### src/rtl/risc_pkg.sv
// risc_pkg: shared definitions for the multi-cycle RISC core.
//   - instruction field bit positions
//   - opcode and ALU funct encodings
//   - FSM state encoding
package risc_pkg;

  // Instruction word layout (16 bits)
  localparam int OP_LSB    = 13;
  localparam int RD_LSB    = 11;
  localparam int RS1_LSB   = 9;
  localparam int RS2_LSB   = 7;
  localparam int FUNCT_LSB = 0;
  localparam int IMM_LSB   = 0;
  localparam int IMM_W     = 8;

  // Opcodes
  localparam logic [2:0] OP_ALU   = 3'b000;
  localparam logic [2:0] OP_ADDI  = 3'b001;
  localparam logic [2:0] OP_LOAD  = 3'b010;
  localparam logic [2:0] OP_STORE = 3'b011;
  localparam logic [2:0] OP_JUMP  = 3'b100;
  localparam logic [2:0] OP_BEQZ  = 3'b101;
  localparam logic [2:0] OP_LI    = 3'b110;
  localparam logic [2:0] OP_HALT  = 3'b111;

  // ALU funct codes
  localparam logic [2:0] F_ADD = 3'b000;
  localparam logic [2:0] F_SUB = 3'b001;
  localparam logic [2:0] F_AND = 3'b010;
  localparam logic [2:0] F_OR  = 3'b011;
  localparam logic [2:0] F_XOR = 3'b100;

  typedef enum logic [2:0] {
    S_FETCH,
    S_DECODE,
    S_EXEC,
    S_MEM,
    S_WB,
    S_IO_RD,
    S_IO_WR,
    S_HALT
  } state_t;

endpackage

### src/rtl/risc_alu.sv
// risc_alu: combinational ALU, funct-selected, modulo 2^DATA_W.
//   a_i, b_i  : operands
//   funct_i   : operation select
//   y_o       : result
//   ok_o      : 1 when funct_i is a defined operation (else the op is a NOP)
module risc_alu
  import risc_pkg::*;
#(
  parameter int DATA_W = 8
) (
  input  logic [DATA_W-1:0] a_i,
  input  logic [DATA_W-1:0] b_i,
  input  logic [2:0]        funct_i,
  output logic [DATA_W-1:0] y_o,
  output logic              ok_o
);

  always_comb begin
    y_o  = '0;
    ok_o = 1'b1;
    case (funct_i)
      F_ADD:   y_o = a_i + b_i;
      F_SUB:   y_o = a_i - b_i;
      F_AND:   y_o = a_i & b_i;
      F_OR:    y_o = a_i | b_i;
      F_XOR:   y_o = a_i ^ b_i;
      default: ok_o = 1'b0;
    endcase
  end

endmodule

### src/rtl/risc_core_mc.sv
// risc_core_mc: multi-cycle 4-register RISC core with FETCH/DECODE/EXEC/
// MEM/WB/IO_RD/IO_WR/HALT sequencing.
//   clk, reset           : rising-edge clock, synchronous active-low reset
//   imem_addr/imem_data  : instruction ROM (data one cycle after address)
//   dmem_*               : data RAM (read data one cycle after address)
//   io_rd_*              : input port handshake (core drives ready)
//   io_wr_*              : output port handshake (core drives valid/data)
//   pc, halted           : current PC and HALT status
module risc_core_mc
  import risc_pkg::*;
#(
  parameter int                DATA_W  = 8,
  parameter int                ADDR_W  = 8,
  parameter logic [ADDR_W-1:0] IO_ADDR = {ADDR_W{1'b1}}
) (
  input  logic              clk,
  input  logic              reset,
  output logic [ADDR_W-1:0] imem_addr,
  input  logic [15:0]       imem_data,
  output logic [ADDR_W-1:0] dmem_addr,
  output logic              dmem_we,
  output logic [DATA_W-1:0] dmem_wdata,
  input  logic [DATA_W-1:0] dmem_rdata,
  output logic              io_rd_ready,
  input  logic              io_rd_valid,
  input  logic [DATA_W-1:0] io_rd_data,
  output logic              io_wr_valid,
  input  logic              io_wr_ready,
  output logic [DATA_W-1:0] io_wr_data,
  output logic [ADDR_W-1:0] pc,
  output logic              halted
);

  state_t              state_q;
  logic [ADDR_W-1:0]   pc_q;
  logic [2:0]          op_q;
  logic [1:0]          rd_q;
  logic [2:0]          funct_q;
  logic [IMM_W-1:0]    imm_q;
  logic [DATA_W-1:0]   a_q, b_q, c_q;   // rs1, rs2, rd operand values
  logic [DATA_W-1:0]   res_q;
  logic                wen_q;
  logic [DATA_W-1:0]   rf_q [4];
  logic [ADDR_W-1:0]   dmem_addr_q;
  logic                dmem_we_q;
  logic [DATA_W-1:0]   dmem_wdata_q;
  logic                io_rd_ready_q;
  logic                io_wr_valid_q;
  logic [DATA_W-1:0]   io_wr_data_q;
  logic                halted_q;

  logic [DATA_W-1:0]   imm_d;
  logic [ADDR_W-1:0]   imm_a;
  logic [ADDR_W-1:0]   ea;
  logic [ADDR_W-1:0]   pc_inc;
  logic [DATA_W-1:0]   alu_b;
  logic [2:0]          alu_f;
  logic [DATA_W-1:0]   alu_y;
  logic                alu_ok;

  // R0 is hard-wired to zero on every read path.
  function automatic logic [DATA_W-1:0] rf_rd(input logic [1:0] idx);
    return (idx == 2'd0) ? '0 : rf_q[idx];
  endfunction

  assign imm_d  = DATA_W'(imm_q);
  assign imm_a  = ADDR_W'(imm_q);
  assign ea     = ADDR_W'(a_q) + imm_a;
  assign pc_inc = pc_q + ADDR_W'(1);

  // ADDI reuses the adder with the immediate as second operand.
  assign alu_b = (op_q == OP_ADDI) ? imm_d : b_q;
  assign alu_f = (op_q == OP_ADDI) ? F_ADD : funct_q;

  risc_alu #(.DATA_W(DATA_W)) u_alu (
    .a_i     (a_q),
    .b_i     (alu_b),
    .funct_i (alu_f),
    .y_o     (alu_y),
    .ok_o    (alu_ok)
  );

  always_ff @(posedge clk) begin
    if (!reset) begin
      state_q       <= S_FETCH;
      pc_q          <= '0;
      op_q          <= OP_ALU;
      rd_q          <= '0;
      funct_q       <= '0;
      imm_q         <= '0;
      a_q           <= '0;
      b_q           <= '0;
      c_q           <= '0;
      res_q         <= '0;
      wen_q         <= 1'b0;
      for (int i = 0; i < 4; i++) rf_q[i] <= '0;
      dmem_addr_q   <= '0;
      dmem_we_q     <= 1'b0;
      dmem_wdata_q  <= '0;
      io_rd_ready_q <= 1'b0;
      io_wr_valid_q <= 1'b0;
      io_wr_data_q  <= '0;
      halted_q      <= 1'b0;
    end else begin
      dmem_we_q <= 1'b0;
      case (state_q)
        S_FETCH: state_q <= S_DECODE;

        S_DECODE: begin
          op_q    <= imem_data[OP_LSB +: 3];
          rd_q    <= imem_data[RD_LSB +: 2];
          funct_q <= imem_data[FUNCT_LSB +: 3];
          imm_q   <= imem_data[IMM_LSB +: IMM_W];
          a_q     <= rf_rd(imem_data[RS1_LSB +: 2]);
          b_q     <= rf_rd(imem_data[RS2_LSB +: 2]);
          c_q     <= rf_rd(imem_data[RD_LSB +: 2]);
          if (imem_data[OP_LSB +: 3] == OP_HALT) begin
            state_q  <= S_HALT;
            halted_q <= 1'b1;
          end else begin
            state_q <= S_EXEC;
          end
        end

        S_EXEC: begin
          case (op_q)
            OP_ALU, OP_ADDI: begin
              res_q   <= alu_y;
              wen_q   <= alu_ok;
              state_q <= S_WB;
            end
            OP_LI: begin
              res_q   <= imm_d;
              wen_q   <= 1'b1;
              state_q <= S_WB;
            end
            OP_JUMP: begin
              pc_q    <= imm_a;
              state_q <= S_FETCH;
            end
            OP_BEQZ: begin
              pc_q    <= (c_q == '0) ? imm_a : pc_inc;
              state_q <= S_FETCH;
            end
            OP_LOAD: begin
              if (ea == IO_ADDR) begin
                io_rd_ready_q <= 1'b1;
                state_q       <= S_IO_RD;
              end else begin
                dmem_addr_q <= ea;
                wen_q       <= 1'b1;
                state_q     <= S_MEM;
              end
            end
            OP_STORE: begin
              // The I/O address never reaches the RAM port.
              if (ea == IO_ADDR) begin
                io_wr_valid_q <= 1'b1;
                io_wr_data_q  <= c_q;
                state_q       <= S_IO_WR;
              end else begin
                dmem_addr_q  <= ea;
                dmem_wdata_q <= c_q;
                dmem_we_q    <= 1'b1;
                state_q      <= S_MEM;
              end
            end
            default: begin
              state_q  <= S_HALT;
              halted_q <= 1'b1;
            end
          endcase
        end

        // Store: RAM writes on this edge. Load: RAM samples the address here.
        S_MEM: begin
          if (op_q == OP_STORE) begin
            pc_q    <= pc_inc;
            state_q <= S_FETCH;
          end else begin
            state_q <= S_WB;
          end
        end

        S_WB: begin
          if (wen_q && rd_q != 2'd0)
            rf_q[rd_q] <= (op_q == OP_LOAD) ? dmem_rdata : res_q;
          wen_q   <= 1'b0;
          pc_q    <= pc_inc;
          state_q <= S_FETCH;
        end

        S_IO_RD: begin
          if (io_rd_valid) begin
            io_rd_ready_q <= 1'b0;
            if (rd_q != 2'd0) rf_q[rd_q] <= io_rd_data;
            pc_q    <= pc_inc;
            state_q <= S_FETCH;
          end
        end

        S_IO_WR: begin
          if (io_wr_ready) begin
            io_wr_valid_q <= 1'b0;
            pc_q          <= pc_inc;
            state_q       <= S_FETCH;
          end
        end

        S_HALT:  state_q <= S_HALT;
        default: state_q <= S_FETCH;
      endcase
    end
  end

  assign imem_addr   = pc_q;
  assign pc          = pc_q;
  assign halted      = halted_q;
  assign dmem_addr   = dmem_addr_q;
  assign dmem_we     = dmem_we_q;
  assign dmem_wdata  = dmem_wdata_q;
  assign io_rd_ready = io_rd_ready_q;
  assign io_wr_valid = io_wr_valid_q;
  assign io_wr_data  = io_wr_data_q;

endmodule

### config.mk
export PLATFORM = sky130hd
export DESIGN_NAME = risc_core_mc
export DESIGN_NICKNAME = d
export VERILOG_FILES = /design/src/rtl/risc_pkg.sv /design/src/rtl/risc_alu.sv /design/src/rtl/risc_core_mc.sv
export SDC_FILE = /design/constraint.sdc
export NUM_CORES = 1
export LEC_CHECK = 0
export CAP_MARGIN = 20
export CELL_PAD_IN_SITES_DETAIL_PLACEMENT = 1
export CELL_PAD_IN_SITES_GLOBAL_PLACEMENT = 2
export CORE_MARGIN = 3
export CORE_UTILIZATION = 34
export DETAILED_ROUTE_END_ITERATION = 16
export GPL_TIMING_DRIVEN = 0
export PLACE_DENSITY = 0.85
export SYNTH_ARGS = -nofsm -noshare
export SYNTH_HDL_FRONTEND = slang
export SYNTH_HIERARCHICAL = 1
export SYNTH_SLANG_ARGS = --single-unit
### constraint.sdc
create_clock -name clk -period 4.1 [get_ports clk]
set_input_delay 0.82 -clock clk [delete_from_list [all_inputs] [get_ports clk]]
set_output_delay 0.82 -clock clk [all_outputs]
set_load 0.005 [all_outputs]
======== Word-level counts from Yosys, hierarchy flattened ========
Memories as Yosys holds them, arrays and structs flattened.
Cells that the tools add are included.
Widths: inputs -> output; s select.
word-level totals
  word-level logic and storage cells ...... 142
  memory bits (writable) .................. 32
  output and inout port bits .............. 44
  memories ................................ 1
  register bits ........................... 88
memories
  name  words  bits a word  rd ports  clocked after memory_dff  wr ports  RTL line            RTL
  rf_q  4      8            3         0                         4         risc_core_mc.sv:43  logic [DATA_W-1:0] rf_q [4];
cells by class
  reductions and logical operators ........ 33
  add/sub/neg operators ................... 4
  bitwise gates (word level) .............. 5
  eq/ne operators ......................... 30
  multiplexer cells ....................... 51
operators with widths
  cell                 number
  $mux 8               11
  $pmux 8 s5           2
  $pmux 8 s2           2
  $eq 3x3->1 const B   9
  $pmux 3 s8           1
  $mux 1               21
  $mux 3               7
  $eq 3x2->1 const B   6
  $reduce_and 3->1     6
  $add 8x8->8          2
  $ne 2x2->1 const B   8
  $pmux 3 s4           1
  $reduce_bool 2->1    6
  $eq 3x1->1 const B   3
  $logic_not 3->1      3
  $add 8x1->8 const B  1
  $and 8x8->8          1
  $eq 8x8->1 const B   1
  $logic_not 8->1      1
  $or 8x8->8           1
  $pmux 1 s2           4
  $reduce_and 4->1     2
  $reduce_or 8->1      1
  $sub 8x8->8          1
  17 further kinds     22

======== Depth between registers and ports, before layout ========
Gate-level depths: netlist of run 1.
  word-level depth ........................ 9
  mapped depth ............................ 20
  depth with buffers taken out ............ 16

======== Modules after synthesis ========
The synthesis of run 1 kept the hierarchy.
modules (own cells, without submodules)
  module        cells each  seq. area each (µm²)  area an instance (µm²)  times used
  risc_core_mc  641         2,422.3               5,667.9                 1
  risc_alu      130         0.0                   935.9                   1

======== Worst setup path after synthesis of run 1 ========
Ideal clock, no wire load.
  path type ............................... register to register
  start point ............................. register op_q[1]
  end point ............................... register res_q[7]
  period minus slack after synthesis ...... 3.566 ns
  data arrival time ....................... 3.480 ns
  stages on the path, launching flop included .. 21
  setup slack ............................. 0.534 ns
  cell sequence ........................... dfxtp_1 -> buf_2 -> or2_2 -> nor2_1 -> buf_2 -> nor2b_1 -> buf_6 -> or2_1 -> buf_6 -> nor2_8 -> mux2_1 -> inv_1 -> ha_1 -> nand3b_1 -> nand2_1 -> a31oi_1 -> o21ai_0 -> xnor2_1 -> o221ai_2 -> mux2i_1 -> a211oi_1
between the ends
  longest elaborated chain between the ends .. 5
  elaborated cells between the ends (all ways) .. 20
  those cells by class .................... 2 x add/sub; 6 x eq/ne; 4 x mux; 3 x bitwise; 5 x reduce/logical
ends and longest elaborated chain
  what                                      RTL line             RTL
  from (decl)                               risc_core_mc.sv:36   logic [2:0] op_q;
  from (signal assigned)                    risc_core_mc.sv:110  op_q <= imem_data[OP_LSB +: 3];
  $eq 3x1->1 *                              risc_core_mc.sv:73   assign alu_f = (op_q == OP_ADDI) ? F_ADD : funct_q;
  $mux 3 *                                  risc_core_mc.sv:73
  named net alu_f[1]                        risc_core_mc.sv:57   logic [2:0] alu_f;
  $eq 3x3->1, or another cell as far along  risc_alu.sv:21       case (funct_i)
  $pmux 8 s5 *                              risc_alu.sv:21
  named net alu_y[7]                        risc_core_mc.sv:58   logic [DATA_W-1:0] alu_y;
  $pmux 8 s2 *                              risc_core_mc.sv:126  case (op_q)
  to (signal assigned)                      risc_core_mc.sv:128  res_q <= alu_y;
  to (signal assigned)                      risc_core_mc.sv:133  res_q <= imm_d;
  to (decl)                                 risc_core_mc.sv:41   logic [DATA_W-1:0] res_q;
The timed path passes the listed nets; every way through them passes the cells marked *.
A chain may end at the register's enable or synchronous reset.

======== Worst setup path in the final report of run 1 ========
  start point ............................. register op_q[1]
  end point ............................... register res_q[4]
The elaborated chain is that of the path after synthesis.

==> results of run 1 <==
==> stage by stage <==
stage	hold slack, ps	total power (W)	setup WS (ps)	instances
2_1_floorplan	439	0.00262	534	771
3_3_place_gp	439	0.00311	43.0	1104
3_5_place_dp	437	0.00314	-52.1	1104
4_1_cts	448	0.00403	34.7	1120
5_1_grt	478	0.00434	28.3	1121
6_report	445	0.00402	295	1121
==> metal layers <==
layer,GRT usage (%),share of wire [%]
met5,0,0
met4,4.99,1.7
met1,27.2,48
met3,3.24,4.8
met2,29.7,45
==> where the power goes <==
part | leakage (nW) | switching, W | total [W] | internal, W
Sequential | 0.940 | 0.000151 | 0.00136 | 0.00121
Combinational | 1.89 | 0.00103 | 0.00178 | 0.000745
Clock | 0.141 | 0.000447 | 0.000878 | 0.000432
Total | 2.97 | 0.00163 | 0.00402 | 0.00239
==> worst min-delay path by stage <==
stage / to / startpoint / depth (start not counted)
6_report: dmem_addr[7] / dmem_addr[7] / 2
3_3_place_gp: dmem_addr[7] / dmem_addr[7] / 2
2_1_floorplan: wen_q / wen_q / 2
4_1_cts: dmem_addr[7] / dmem_addr[7] / 2
5_1_grt: dmem_addr[5] / dmem_addr[5] / 2
3_5_place_dp: dmem_addr[7] / dmem_addr[7] / 2
==> cell type report <==
type                    count  area, um^2
fillers                  2294       10900
inverters                  30         113
repair buffers             74         736
multi-input cells         576        3810
clock inverters             7        71.3
clock buffers               9         225
plain buffers              56         290
well taps                 260         325
flip-flops and latches    109        2420
==> what timing repair did <==
action | in CTS | in global routing
setup endpoints to repair | 1 | 4
gates resized for setup | 2 | 5
pin swaps | 0 | 1
==> state kept, by name, indices dropped and copies added (netlist names), 2 cells and up <==
register,count
rf_q,24
a_q,8
b_q,8
c_q,8
dmem_addr,8
dmem_wdata,8
imem_addr,8
io_wr_data,8
res_q,8
imm_a,6
op_q,3
state_q,3
funct_q,2
rd_q,2
==> cells by family (layout without fill, tap and decap cells) <==
logic type                 Yosys count  count (layout)  synth area share [%]
adders and majority gates           34              34                  6.67
xor gates and xnor gates            17              17                  2.25
buffers and inverters               86             176                  6.01
and+or+nand+nor                    303             303                  20.8
AOI/OAI and AO/OA                  149             149                  15.8
DFF                                109             109                  36.7
muxes                               73              73                  11.8
==> layout by cell type, fill, tap and decap left out, types with 15 or more instances in the layout <==
cell	n
nand2_1	103
nor2_1	100
dfxtp_1	85
clkdlybuf4s50_1	73
a21oi_1	42
mux2i_1	36
mux2_2	36
ha_1	32
clkbuf_1	31
nor3_1	30
inv_1	29
o21ai_0	28
edfxtp_1	24
a221oi_1	16
nand3_1	15
==> worst max-delay path, delay by kind of cell, from the launching register on <==
kind / cells / cell delay (ps)
flip-flops: 1 / 320
AO/OA/AOI/OAI: 3 / 600
AND/OR/NAND/NOR: 8 / 1270
adder cells (fa/ha/maj): 1 / 420
XOR/XNOR: 1 / 90
buffers and inverters: 4 / 620
multiplexers: 1 / 380
==> metrics.md, run 1 <==
| Metric | Value |
|---|---|
| Run status | `finished clean` |
| MaxCap Viol Count | `0` |
| CP Cell Sequence | `buf_2 -> or2_2 -> nor2_4 -> buf_6 -> nor2b_1 -> buf_6 -> or2_1 -> buf_6 -> nor2_8 -> mux2_1 -> fa_1 -> nor2b_1 -> o21ai_0 -> nand2b_1 -> xnor2_1 -> o221ai_1 -> nand2_1 -> a311oi_1` |
| Via count | `5798` |
| Core Util, Final | `42.3%` |
| Mapped Nets | `841` |
| Grt ovf | `0` |
| Vias per Instance | `5.17` |
| Period minus WS final | `3810 ps` |
| Clock sinks | `109` |
| CTS Hold Buffers Added | `0` |
| DP HPWL | `15900 um` |
| Count leader, synth | `nand2_1` |
| Final Cycle Share | `92.8%` |
| CTS H-tree lvls | `3` |
| # IOs | `80` |
| DIE AREA | `21100 um^2` |
| Top cell type's share of synthesized area | `25.8%` |
| Critical path type | `reg2reg` |
| Number of global-route vias before repair | `5806` |
| Worst EP required | `4370 ps` |
| Worst Setup EP | `res_q[4]` |
| Die span in x | `145 um` |
| Total CTS buffers | `9` |
| Worst R2R Start | `op_q[1]` |
| Mapped Area | `6600 um^2` |
| PwrDens | `503 nW/um^2` |
| FFs w/ async S/R, synth | `0%` |
| Area leader, netlist | `dfxtp_1` |
| Kind of start point of the critical path | `register` |
| Critical Path Source | `op_q[1]` |
| Synth top area cells | `dfxtp_1, edfxtp_1, mux2_2` |
| Routed WL | `20000 um` |
| R2r setup slk | `290 ps` |
| Clock Tree Root | `clkbuf_16` |
| Clock Skew | `11.8 ps` |
| Tot GR Track Use | `19.0%` |
| Starting Density | `35.0%` |
| Synth top cells by count | `nand2_1, nor2_1, dfxtp_1` |
| Ant. Diodes | `0` |
| CTS tree | `built` |
| Ys flop type | `dfxtp_1` |
| Final setup TNS | `0 ps` |
| Final Hold Violating Endpoints | `0` |
| Worst path slowest cell | `fa_1` |
| Largest net degree at the start of global routing | `22` |
| Highest clock rate | `263 MHz` |
| Design area | `7990 um^2` |
| DRT iter0 DRCs | `288` |
| R2R depth | `18` |
| Worst-Skew Late Latency | `370 ps` |
| Yosys cell types | `67` |
| Sequential share of the synthesized area | `36.7%` |
| Worst-Margin Slew | `680 ps` |
| EDFF count, synth | `24` |
| Initial antenna violation count | `0` |
| Reg-to-Reg End | `res_q[4]` |
| IO buf count | `73` |
| # rows | `50` |
| First-pass GRT wire length | `32300 um` |
| Max stage delay on crit path | `420 ps` |
| Post-CTS setup buffer count | `0` |
| Max Slew Vio Count | `0` |
| Clock-pin slew on the worst setup and hold paths | `80 ps` |
| Static Leak | `2.97 nW` |
| Rel. slew slack | `54.7%` |
| Final antenna-violating net count | `0` |
| Most used cell, CP | `buf_6` |
| Syn_area_per_cell | `8.57 um^2` |
| Cell count after synthesis | `771` |
| Largest fanout on the critical path | `10` |
| Maximum vdd drop | `224 uV` |
| RSZ-0062 raised after global routing | `no` |
| 1st-pass router iterations | `4` |
| Placed inst area | `7660 um^2` |
| Setup violators final | `0` |
| CP Capture Type | `register` |
| Share of layout cells above drive strength 1 | `11.6%` |
| Clk buf depth | `2` |
| Synthesis-to-layout area growth | `21.0%` |
| Yosys warnings | `6` |
| Register bit total from synthesis | `109` |
| WP data arrival | `4070 ps` |
| Hold Path Class | `reg2reg` |
| GPL Wtd Cong | `0.844` |
| Residual DRC | `0` |
| Routed wire per std cell | `17.9 um` |
| Core area | `18900 um^2` |
| Final nets | `926` |
| Die Y | `145 um` |
(Power assumes the default switching activity.)
==> run 2, diff against run 1 <==
--- a/config.mk
+++ b/config.mk
@@ -5,10 +5,9 @@
 export SDC_FILE = /design/constraint.sdc
 export NUM_CORES = 1
 export LEC_CHECK = 0
-export CAP_MARGIN = 20
 export CELL_PAD_IN_SITES_DETAIL_PLACEMENT = 1
 export CELL_PAD_IN_SITES_GLOBAL_PLACEMENT = 2
-export CORE_MARGIN = 3
+export CORE_MARGIN = 2
 export CORE_UTILIZATION = 34
 export DETAILED_ROUTE_END_ITERATION = 16
 export GPL_TIMING_DRIVEN = 0
==> run 2 against run 1 <==
  * Register-to-register slack got worse by 70 ps
  * Die area down 2.7%
  * Clock power about the same
  * Critical path depth did not move
  * Clock-buffer cell count stayed put
  * Via count increased by 0.16%
  * Largest cell class unchanged
  * Routed wire length rose by 1.3%
  * Setup slack got worse by 75 ps
  * Cell count is essentially flat
  * Global-route usage up 1.1 points
  * Worst hold slack improved by 11 ps
==> metrics.md, run 2 (synthesis gave the netlist of run 1 again) <==
| Metric | Value |
|---|---|
| Run status | `finished clean (unchanged)` |
| Max FFs per register | `24 (unchanged)` |
| Total CTS buffers | `9 (unchanged)` |
| Placed inst area | `7660 um^2 (unchanged)` |
| Kind of start point of the critical path | `register (unchanged)` |
| Dpl cells | `1104 (unchanged)` |
| Sw Share | `41.0% (was 40.6%)` |
| Core Util, Final | `42.3% (about the same)` |
| Share of layout cells above drive strength 1 | `11.6% (about the same)` |
| DRT iter0 DRCs | `241 (was 288)` |
| Clock sinks | `109 (unchanged)` |
| Core area | `18900 um^2 (unchanged)` |
| CP Capture Type | `register (unchanged)` |
| RSZ-0062 raised after global routing | `no (unchanged)` |
| Reg with most FFs | `rf_q (unchanged)` |
| Routed wire per std cell | `18.1 um (was 17.9 um)` |
| DP HPWL | `16000 um (was 15900 um)` |
| GPL Wtd Cong | `0.812 (was 0.844)` |
| Clk buf depth | `2 (unchanged)` |
| Initial antenna violation count | `0 (unchanged)` |
| Final non-filler cell total | `1120 (was 1121)` |
| Clock-pin slew on the worst setup and hold paths | `80 ps (about the same)` |
| Hold Path Class | `reg2reg (unchanged)` |
| Synthesis-to-layout area growth | `20.9% (was 21.0%)` |
| Highest clock rate | `258 MHz (was 263 MHz)` |
| Die span in x | `143 um (was 145 um)` |
| Maximum vdd drop | `201 uV (was 224 uV)` |
| Critical path type | `reg2reg (unchanged)` |
| CTS tree | `built (unchanged)` |
| Register share of total power | `33.7% (was 33.9%)` |
| Static Leak | `2.97 nW (about the same)` |
| Routed WL | `20300 um (was 20000 um)` |
| # IOs | `80 (unchanged)` |
| Grt ovf | `0 (unchanged)` |
| Hold Slack | `456 ps (was 445 ps)` |
| Final setup TNS | `0 ps (unchanged)` |
| Rel. slew slack | `29.6% (was 54.7%)` |
| WP data arrival | `4090 ps (was 4070 ps)` |
| Worst-Margin Slew | `1050 ps (was 680 ps)` |
| Vias per Instance | `5.18 (was 5.17)` |
| DIE AREA | `20600 um^2 (was 21100 um^2)` |
| Worst-Skew Late Latency | `360 ps (was 370 ps)` |
| Net switching power | `0.00166 W (was 0.00163 W)` |
| Largest fanout on the critical path | `10 (unchanged)` |
| CTS Hold Buffers Added | `0 (unchanged)` |
| R2r setup slk | `220 ps (was 290 ps)` |
| Ant. Diodes | `0 (unchanged)` |
| Worst EP required | `4310 ps (was 4370 ps)` |
| Setup violators final | `0 (unchanged)` |
| Number of global-route vias before repair | `5642 (was 5806)` |
| Tot GR Track Use | `20.0% (was 19.0%)` |
| Final Hold Violating Endpoints | `0 (unchanged)` |
| Final nets | `925 (was 926)` |
| Period minus WS final | `3880 ps (was 3810 ps)` |
| Via count | `5807 (was 5798)` |
| PwrDens | `508 nW/um^2 (was 503 nW/um^2)` |
| Die Y | `143 um (was 145 um)` |
| 1st-pass router iterations | `4 (unchanged)` |
| Starting Density | `35.0% (unchanged)` |
| Clock Tree Root | `clkbuf_16 (unchanged)` |
| MaxCap Viol Count | `0 (unchanged)` |
| Combinational power share | `44.7% (was 44.3%)` |
| Internal power | `0.00239 W (about the same)` |
| Most common cell after layout, fill and taps aside | `nand2_1 (unchanged)` |
| IO buf count | `73 (unchanged)` |
| Design area | `7980 um^2 (was 7990 um^2)` |
| Largest net degree at the start of global routing | `21 (was 22)` |
| Fillers | `2240 (was 2294)` |
| Final antenna-violating net count | `0 (unchanged)` |
| Residual DRC | `0 (unchanged)` |
| First-pass GRT wire length | `31700 um (was 32300 um)` |
| Clock network power share | `21.6% (was 21.9%)` |
| # rows | `50 (unchanged)` |
| Most frequent cells in the layout | `nand2_1, nor2_1, dfxtp_1 (unchanged)` |
| Clock Skew | `9.47 ps (was 11.8 ps)` |
| Max Slew Vio Count | `0 (unchanged)` |
| CTS H-tree lvls | `3 (unchanged)` |
| Final Cycle Share | `94.6% (was 92.8%)` |
## run 2: cell types whose count changed in the layout (fill, tap and decap cells not counted), sizes merged
cell | previous run | this run
buf | 26 | 25
clkinv | 1 | 3
clkinvlp | 2 | 0
## run 2: layer usage
metal  GRT usage (%)  up-vias  wire length, um  part of all wire (%)
met1            29.1     2795            10300                    51
met3            2.00       17              524                   2.6
met2            31.9      105             9100                    45
met4            5.11        0              321                   1.6
met5               0        -                0                     0
li1                -     2890                -                     -
## run 2: per-stage QoR
stage | power, W | worst slack (ps)
after global routing | 0.00434 | 9.56
final | 0.00405 | 220
after floorplan | 0.00262 | 534
after global placement | 0.00312 | -7.74
after detailed placement | 0.00315 | -95.0
after CTS | 0.00404 | 35.6
## run 2: repair_timing
action                     CTS  global route
pin swaps                    0             0
gates resized for setup      3             5
setup endpoints to repair    1             4
setup buffers                0             0
## run 2: area by class of cell
class | instances | area, um^2 | share of cell area, %
tap | 260 | 325 | 4.07
timing repair buffer | 73 | 731 | 9.15
clock inverter | 7 | 61.3 | 0.768
sequential | 109 | 2420 | 30.3
inverter | 30 | 113 | 1.41
multi-input combinational | 576 | 3820 | 47.8
clock buffer | 9 | 225 | 2.82
buffer | 56 | 290 | 3.64
## run 2: final timing paths
path / start / endpoint / cells past startpoint
setup / recovery: op_q[1] / res_q[7] / 18
hold / removal: dmem_addr[7] / dmem_addr[7] / 2
setup reg to reg: op_q[1] / res_q[7] / 18
hold reg to reg: dmem_addr[7] / dmem_addr[7] / 2
## run 2: power groups by stage
stage               clock network, W  registers [W]  logic (W)
global placement                   0        0.00139    0.00173
detailed placement                 0        0.00139    0.00176
floorplan                          0        0.00131    0.00131
CTS                         0.000892        0.00136    0.00179
global route                0.000932        0.00138    0.00203
finish                      0.000877        0.00137    0.00181
## run 2: critical path, stage by stage (launching register included)
cell,delay [ps]
dfxtp_1,320
buf_2,180
or2_2,360
nor2_4,120
buf_6,150
mux2_2,400
inv_1,110
ha_1,180
and3_1,190
nor2_1,60
xnor2_1,120
ha_1,360
a21o_1,210
a31oi_4,160
o21ai_0,150
xnor2_1,190
o221ai_2,130
mux2i_2,230
a211oi_2,100
